===== config.mk =====
export PLATFORM = sky130hd
export DESIGN_NAME = if_stage
export DESIGN_NICKNAME = d
export VERILOG_FILES = /design/src/rtl/cpu_defs.sv /design/src/rtl/if_stage.sv
export SDC_FILE = /design/constraint.sdc
export NUM_CORES = 1
export LEC_CHECK = 0
export CAP_MARGIN = 10
export CORE_MARGIN = 2
export CORE_UTILIZATION = 40
export CTS_CLUSTER_SIZE = 16
export DETAILED_ROUTE_END_ITERATION = 8
export GPL_ROUTABILITY_DRIVEN = 0
export HOLD_SLACK_MARGIN = 0.1
export MAX_ROUTING_LAYER = met4
export PLACE_DENSITY = 0.77
export RECOVER_POWER = 50
export SLEW_MARGIN = 20
export SYNTH_ARGS = -nofsm -noshare
export SYNTH_HDL_FRONTEND = slang
export SYNTH_SLANG_ARGS = --single-unit

===== constraint.sdc =====
create_clock -name clock -period 1.7 [get_ports clock]
set_input_delay 0.17 -clock clock [delete_from_list [all_inputs] [get_ports clock]]
set_output_delay 0.17 -clock clock [all_outputs]
set_load 0.01 [all_outputs]

===== src/rtl/cpu_defs.sv =====
// Shared definitions for the 16-bit pipelined CPU: opcode constants, fetch FSM states
// and default address/instruction widths.
package cpu_defs;

  localparam int AW_DEF = 8;
  localparam int IW_DEF = 16;

  // Opcode occupies the top five bits of every instruction word.
  localparam logic [4:0] OP_NOP  = 5'b00000;
  localparam logic [4:0] OP_HALT = 5'b00001;
  localparam logic [4:0] OP_BEQ  = 5'b11000;
  localparam logic [4:0] OP_BNE  = 5'b11001;
  localparam logic [4:0] OP_JMP  = 5'b11010;

  localparam logic [15:0] NOP_WORD  = 16'h0000;
  localparam logic [15:0] HALT_WORD = 16'h0800;

  typedef enum logic [1:0] {
    ST_IDLE   = 2'd0,
    ST_EXEC   = 2'd1,
    ST_HALTED = 2'd2
  } if_state_e;

endpackage


===== src/rtl/if_stage.sv =====
// Instruction-fetch stage: owns the PC, drives the combinational instruction memory
// address and registers the returned word into the IF/ID register.
module if_stage
  import cpu_defs::*;
#(
  parameter int             AW       = AW_DEF,
  parameter int             IW       = IW_DEF,
  parameter logic [AW-1:0]  RESET_PC = '0
) (
  input  logic          clock,
  input  logic          reset,
  input  logic          enable,
  input  logic          start,
  input  logic          stall,
  input  logic          branch_taken,
  input  logic [AW-1:0] branch_target,
  output logic [AW-1:0] i_addr,
  input  logic [IW-1:0] i_datain,
  output logic [IW-1:0] id_ir,
  output logic [AW-1:0] id_pc,
  output logic          running
);

  if_state_e     state_reg, state_next;
  logic [AW-1:0] pc_reg, pc_next;
  logic [IW-1:0] id_ir_reg, id_ir_next;
  logic [AW-1:0] id_pc_reg, id_pc_next;
  logic          halt_fetch;

  assign halt_fetch = (i_datain[IW-1 -: 5] == OP_HALT);

  always_ff @(posedge clock) begin
    if (reset) begin
      state_reg <= ST_IDLE;
    end else if (enable) begin
      state_reg <= state_next;
    end
  end

  always_comb begin
    state_next = state_reg;
    case (state_reg)
      ST_IDLE:   if (start) state_next = ST_EXEC;
      ST_EXEC:   if (!branch_taken && !stall && halt_fetch) state_next = ST_HALTED;
      ST_HALTED: if (branch_taken) state_next = ST_EXEC;
      default:   state_next = ST_IDLE;
    endcase
  end

  // A redirect always wins: it flushes IF/ID even when decode is asking for a stall.
  always_comb begin
    pc_next    = pc_reg;
    id_ir_next = id_ir_reg;
    id_pc_next = id_pc_reg;
    case (state_reg)
      ST_IDLE: begin
        id_ir_next = '0;
      end
      ST_EXEC: begin
        if (branch_taken) begin
          pc_next    = branch_target;
          id_ir_next = '0;
          id_pc_next = '0;
        end else if (!stall) begin
          id_ir_next = i_datain;
          id_pc_next = pc_reg;
          if (!halt_fetch) pc_next = pc_reg + AW'(1);
        end
      end
      ST_HALTED: begin
        if (branch_taken) begin
          pc_next    = branch_target;
          id_ir_next = '0;
          id_pc_next = '0;
        end else if (!stall) begin
          id_ir_next = '0;
        end
      end
      default: begin
        id_ir_next = '0;
      end
    endcase
  end

  always_ff @(posedge clock) begin
    if (reset) begin
      pc_reg    <= RESET_PC;
      id_ir_reg <= '0;
      id_pc_reg <= '0;
    end else if (enable) begin
      pc_reg    <= pc_next;
      id_ir_reg <= id_ir_next;
      id_pc_reg <= id_pc_next;
    end
  end

  assign i_addr  = pc_reg;
  assign id_ir   = id_ir_reg;
  assign id_pc   = id_pc_reg;
  assign running = (state_reg == ST_EXEC);

endmodule

==> flow_metrics.tcl, run 1 <==
set metrics [dict create \
    holdWs_ns 0.446 \
    core.rowCount 23 \
    largest_reg_flops 16 \
    maxCapViolations 0 \
    grt_pass1_wl_um 7580 \
    crit_arrival_ns 1.82 \
    overflow 0 \
    cp-start-kind "register" \
    grtUsageTotal_pct 20.0 \
    cts_num_sinks 34 \
    worstSkewPairLatency_ns 0.28 \
    rr_endpoint "i_addr[2]" \
    rr_worst_depth 8 \
    yosys.area.top_type "dfxtp_1" \
    drtIter0Drc 188 \
    start_util_pct 42.3 \
    antenna_cells 0 \
    hold_start "i_datain[1]" \
    grt_max_degree 33 \
    io_buffers 62 \
    grt_pass1_vias 1634 \
    drc 0 \
    met3_usage_pct 7.99 \
    avgSynthCellArea_um2 8.27 \
    status "finished clean" \
    skew_ns 0.00481 \
    peakVddDrop_mv 0.526 \
    final_antenna_net_count 0 \
    syn_area_mm2 0.00173 \
    drive_above_1_share_pct 19.6 \
    viasPerCell 5.44 \
    fin_crit_sh_pct 97.8 \
    area_growth_pct 62.7 \
    power.density_mw_per_mm2 801 \
    worst_pin_slew_ns 0.356 \
    yosys.area.top_type_share_pct 39.4 \
    hold_viol 0 \
    path_class "reg2reg" \
    ios 63 \
    slew_viol_final 0 \
    hold_class "in2reg" \
    synth_seq_area_share_pct 39.4 \
    cp.required_ns 1.86 \
    wirelength_um 4920 \
    hold_path_end "id_ir[1]" \
    dp_slack_ns -0.135 \
    post_drt_wl_per_cell_um 14.6 \
    met2_usage_pct 30.9 \
    fmax_mhz 601 \
    cts_buffers 5 \
    met1_usage_pct 24.4 \
    clk_pin_slew_worst_paths_ns 0.07 \
    fin_ws_ns 0.0371 \
    yosys_warnings 0 \
    htreeDepth 2 \
    final-setup-viol-count 0 \
    dieArea_mm2 0.00486 \
    die_x_um 69.7 \
    whs_path_depth 3 \
    synth_cell_types 38 \
    syn_nets 245 \
    top_usage_layer "met2" \
    endpoint_kind "register" \
    vias 1827 \
    finish.net_count 321 \
    cts_max_path_buffers 2 \
    coreArea_mm2 0.00409 \
    cts_tree "done" \
    path_max_fanout 7 \
    dp_hpwl_um 3240 \
    rsz0062_at_grt "yes" \
    power_leakage_nw 1.12 \
    r2r-start "state_reg[0]" \
    cts_hold_buf 0 \
    synth.area.top_cells "dfxtp_1 (39%), nand2_1 (8.0%), nand3_1 (7.2%)" \
    die_h_um 69.7 \
    antenna_found_initial 0 \
    synthCells 209 \
    relSlewSlack_pct 76.1 \
    ys_ff_latch 34 \
    cts_root_buf "clkbuf_8" \
    first_pass_iters 4 \
    final.min_clock_period_ns 1.66 \
    ff2ff_setup_slack_ns 0.04 \
]
## cell type report
type                       count  area [um2]
clock buffer                   6        82.6
clock inverter                 2        60.1
timing repair buffer          84         872
multi-input combinational    155        1020
tap                           50        62.6
fill                         320        1270
inverter                       5        23.8
sequential                    34         688
## cell usage in the layout (no fill, tap or decap), types with 2 or more instances in the layout
cell type        Yosys  routed
clkdlybuf4s50_1      0      33
ha_4                 0       2
mux2i_1              2       2
a211oi_1             6       4
and3_1               2       2
inv_4                0       2
nand2_1             37      37
dfxtp_4              0       2
nor3_1               2       2
o32ai_2              0       5
buf_4                1      14
a31o_2               5       5
a31oi_1              2       2
clkbuf_8             0       6
bufinv_16            0       2
ha_1                 6       4
dlygate4sd3_1        0      28
buf_12               0       5
buf_6                4       2
inv_1                5       3
a211oi_2             0       2
o21ai_0             11      10
nor3b_1              6       6
nand3_1             25      24
dfxtp_1             34      32
a21oi_1             15      14
o221a_2              2       2
nor2_1               9       9
nand2b_1             2       2
o31a_1               3       3
## synth_stat cells
cell type  instances
a311oi_1           1
or3_1              1
nand2_2            1
o211a_1            1
a21o_1             1
a22oi_1            1
and3_1             2
mux2i_1            2
clkbuf_2           2
nor3b_1            6
buf_2              2
nand2b_1           2
or2_1              1
nand2_1           37
nor2_1             9
o221ai_1           1
o31a_1             3
nor3_1             2
and2_1             1
o32ai_1            6
dfxtp_1           34
nor4_2             1
nor2b_1            2
buf_1              1
a21oi_1           15
a31o_2             5
clkbuf_1           5
a221oi_4           1
o21ai_0           11
ha_1               6
a211oi_1           6
o221a_2            2
buf_4              1
inv_1              5
a31oi_1            2
nand3_1           25
and4_1             1
buf_6              4
## repair_timing
item	4_1_cts	5_1_grt
pin swaps	1	6
endpoints found under the setup margin	8	17
gates resized for setup	3	25
setup buffers	0	4
cloned	0	1
## per-stage QoR
step | TNS (ns) | util [%] | instance area, um2 | power (mW) | cells
floorplan | 0 | - | 1730 | 1.08 | 209
global placement | -0.317 | 60.8 | 2480 | 1.28 | 323
detailed placement | -0.895 | 60.8 | 2480 | 1.28 | 323
CTS | 0 | 64.3 | 2630 | 2.20 | 331
global route | -0.0464 | 68.8 | 2810 | 2.36 | 336
finish | 0 | 68.8 | 2810 | 2.25 | 336
## worst max-delay path: stages (launching register included)
cell	delay (ns)
dfxtp_4	0.38
inv_4	0.04
ha_4	0.15
buf_6	0.12
buf_4	0.13
nand2b_1	0.11
nand3_2	0.19
a211oi_1	0.29
o32ai_2	0.13
## metal layers
layer,up-vias,share of wire (%),wire length [um]
met1,846,44,2140
met4,0,0.47,23
met5,-,0,0
met3,2,8.0,392
met2,69,48,2360
li1,910,-,-
## worst max-delay path by stage
stage / depth (start not counted) / endpoint / slack (ns) / startpoint
after detailed placement: 5 / i_addr[0] / -0.14 / branch_taken
after global placement: 5 / i_addr[4] / -0.07 / branch_taken
after floorplan: 8 / i_addr[5] / 0.02 / state_reg[0]
after CTS: 6 / i_addr[4] / 0.0007 / state_reg[0]
after global routing: 6 / i_addr[5] / -0.01 / state_reg[1]
final: 8 / i_addr[2] / 0.04 / state_reg[0]
## cell families (layout without fill, tap and decap cells)
kind of cell	Yosys count	in the layout	synth area share, %
and+or+nand+nor	91	91	25.3
buffers and inverters	20	97	6.59
AOI/OAI and AO/OA	56	56	23.2
adders and majority gates	6	6	4.34
DFF	34	34	39.4
muxes	2	2	1.16
## where the power goes
part	switching, mW	internal, mW	total (mW)
logic	0.231	0.248	0.479
registers	0.0265	0.823	0.849
clock network	0.298	0.626	0.924
total	0.556	1.70	2.25
Power figures use the tool's default switching activity.
==> run 2, diff against run 1 <==
- CORE_ASPECT_RATIO: not set -> 0.75
==> run 2 against run 1 <==
Effect of this change: final cell count grew 2.4%; die area grew 0.11%; non-clock buffer count grew 4; sequential share of layout area grew 0.55 points; via count grew 0.88%; total power shrank 16%; global-route usage grew 0.98 points; design area shrank 2.2%; largest cell class unchanged; largest power group is now sequential cells; highest routed layer unchanged.
==> flow_metrics.tcl, run 2 (same netlist as run 1, synthesis figures left out) <==
set metrics [dict create \
    wirelength_um 5030 \
    cts_tree "done" \
    status "finished clean" \
    viasPerCell 5.36 \
    die_x_um 79.9 \
    final.min_clock_period_ns 1.65 \
    drive_above_1_share_pct 19.4 \
    grtUsageTotal_pct 21.0 \
    power_leakage_nw 1.10 \
    drc 0 \
    path_max_fanout 8 \
    drtIter0Drc 101 \
    htreeDepth 2 \
    finish.net_count 325 \
    hold_viol 0 \
    final_cells 344 \
    clk_pin_slew_worst_paths_ns 0.07 \
    relSlewSlack_pct 71.7 \
    power.density_mw_per_mm2 686 \
    cp-start-kind "register" \
    maxCapViolations 0 \
    peakVddDrop_mv 0.483 \
    antenna_found_initial 0 \
    dp_slack_ns -0.0692 \
    final-setup-viol-count 0 \
    final_antenna_net_count 0 \
    tns_ns 0 \
    final_common_cell "nand2_1" \
    core.rowCount 20 \
    antenna_cells 0 \
    fin_ws_ns 0.0467 \
    cts_root_buf "clkbuf_8" \
    hold_class "reg2reg" \
    grt_pass1_vias 1675 \
    layout_common_cells "nand2_1 (37), clkdlybuf4s50_1 (33), dfxtp_1 (32)" \
    die_h_um 60.9 \
    path_class "reg2reg" \
    vias 1843 \
    dieArea_mm2 0.00487 \
    first_pass_iters 4 \
    io_buffers 62 \
    cts_num_sinks 34 \
    grt_max_degree 33 \
    overflow 0 \
    rsz0062_at_grt "yes" \
    crit_arrival_ns 1.83 \
    area_growth_pct 59.2 \
    worst_pin_slew_ns 0.421 \
    ios 63 \
    coreArea_mm2 0.00410 \
    slew_viol_final 0 \
    largest_reg_flops 16 \
    fmax_mhz 605 \
    endpoint_kind "register" \
    fin_area_mm2 0.00275 \
    skew_ns 0.00534 \
    cts_max_path_buffers 2 \
    fin_crit_sh_pct 97.3 \
    cp.required_ns 1.87 \
    grt_pass1_wl_um 7620 \
    dp_hpwl_um 3390 \
    place_area_mm2 0.00250 \
    fin_util_pct 67.0 \
    worstSkewPairLatency_ns 0.28 \
    start_util_pct 42.1 \
    dp.cells 331 \
    cts_buffers 5 \
    cts_hold_buf 0 \
    post_drt_wl_per_cell_um 14.6 \
]
==> run 2: changes by cell type in the layout (fill, tap and decap cells not counted), moves of 2 or more <==
| cell | delta |
|---|---|
| o32ai_2 | -3 |
| buf_4 | +6 |
| o32ai_1 | +3 |
| buf_12 | -3 |
| bufinv_16 | -2 |
| clkbuf_1 | +2 |
==> run 2: what timing repair did <==
action,CTS,global route
pin swaps,2,3
setup endpoints to repair,7,23
cloned,0,3
setup buffers,1,2
resized for setup,1,24
==> run 2: final timing paths <==
kind,depth (start not counted),endpoint,slack (ns),from
setup / recovery,9,id_ir[5],0.05,state_reg[0]
hold reg to reg,2,id_ir[6],0.45,id_ir[6]
hold / removal,2,id_ir[6],0.45,id_ir[6]
setup reg to reg,9,id_ir[5],0.05,state_reg[0]
==> run 2: stage by stage <==
stage	total power [mW]	hold WS (ns)
after CTS	1.84	0.453
final	1.89	0.447
after floorplan	1.08	0.300
after global placement	1.28	0.442
after detailed placement	1.29	0.446
after global routing	1.99	0.467
==> run 2: where the power goes <==
part           internal (mW)  switching [mW]
registers              0.823          0.0268
logic                  0.259           0.232
clock network          0.282           0.266
==> run 2: metal layers <==
| layer | global-route usage (%) | vias up | routed length (um) |
|---|---|---|---|
| met5 | - | - | 0 |
| met4 | 5.08 | 0 | 35 |
| met3 | 5.80 | 5 | 360 |
| met2 | 33.2 | 76 | 2480 |
| met1 | 26.8 | 847 | 2160 |
| li1 | - | 915 | - |
==> run 2: worst max-delay path: stages (launching register included) <==
cell     delay, ns
dfxtp_4       0.36
inv_4         0.07
ha_4          0.13
buf_6         0.13
nor2_2        0.05
o31a_4        0.37
buf_12        0.15
buf_4         0.13
nand3_1       0.08
o21ai_1       0.07
==> run 2: final cells by class <==
type | count | area [um2]
tap | 55 | 68.8
sequential | 34 | 688
inverter | 5 | 23.8
multi-input combinational | 155 | 1010
clock buffer | 7 | 76.3
timing repair buffer | 88 | 883
fill | 368 | 1350
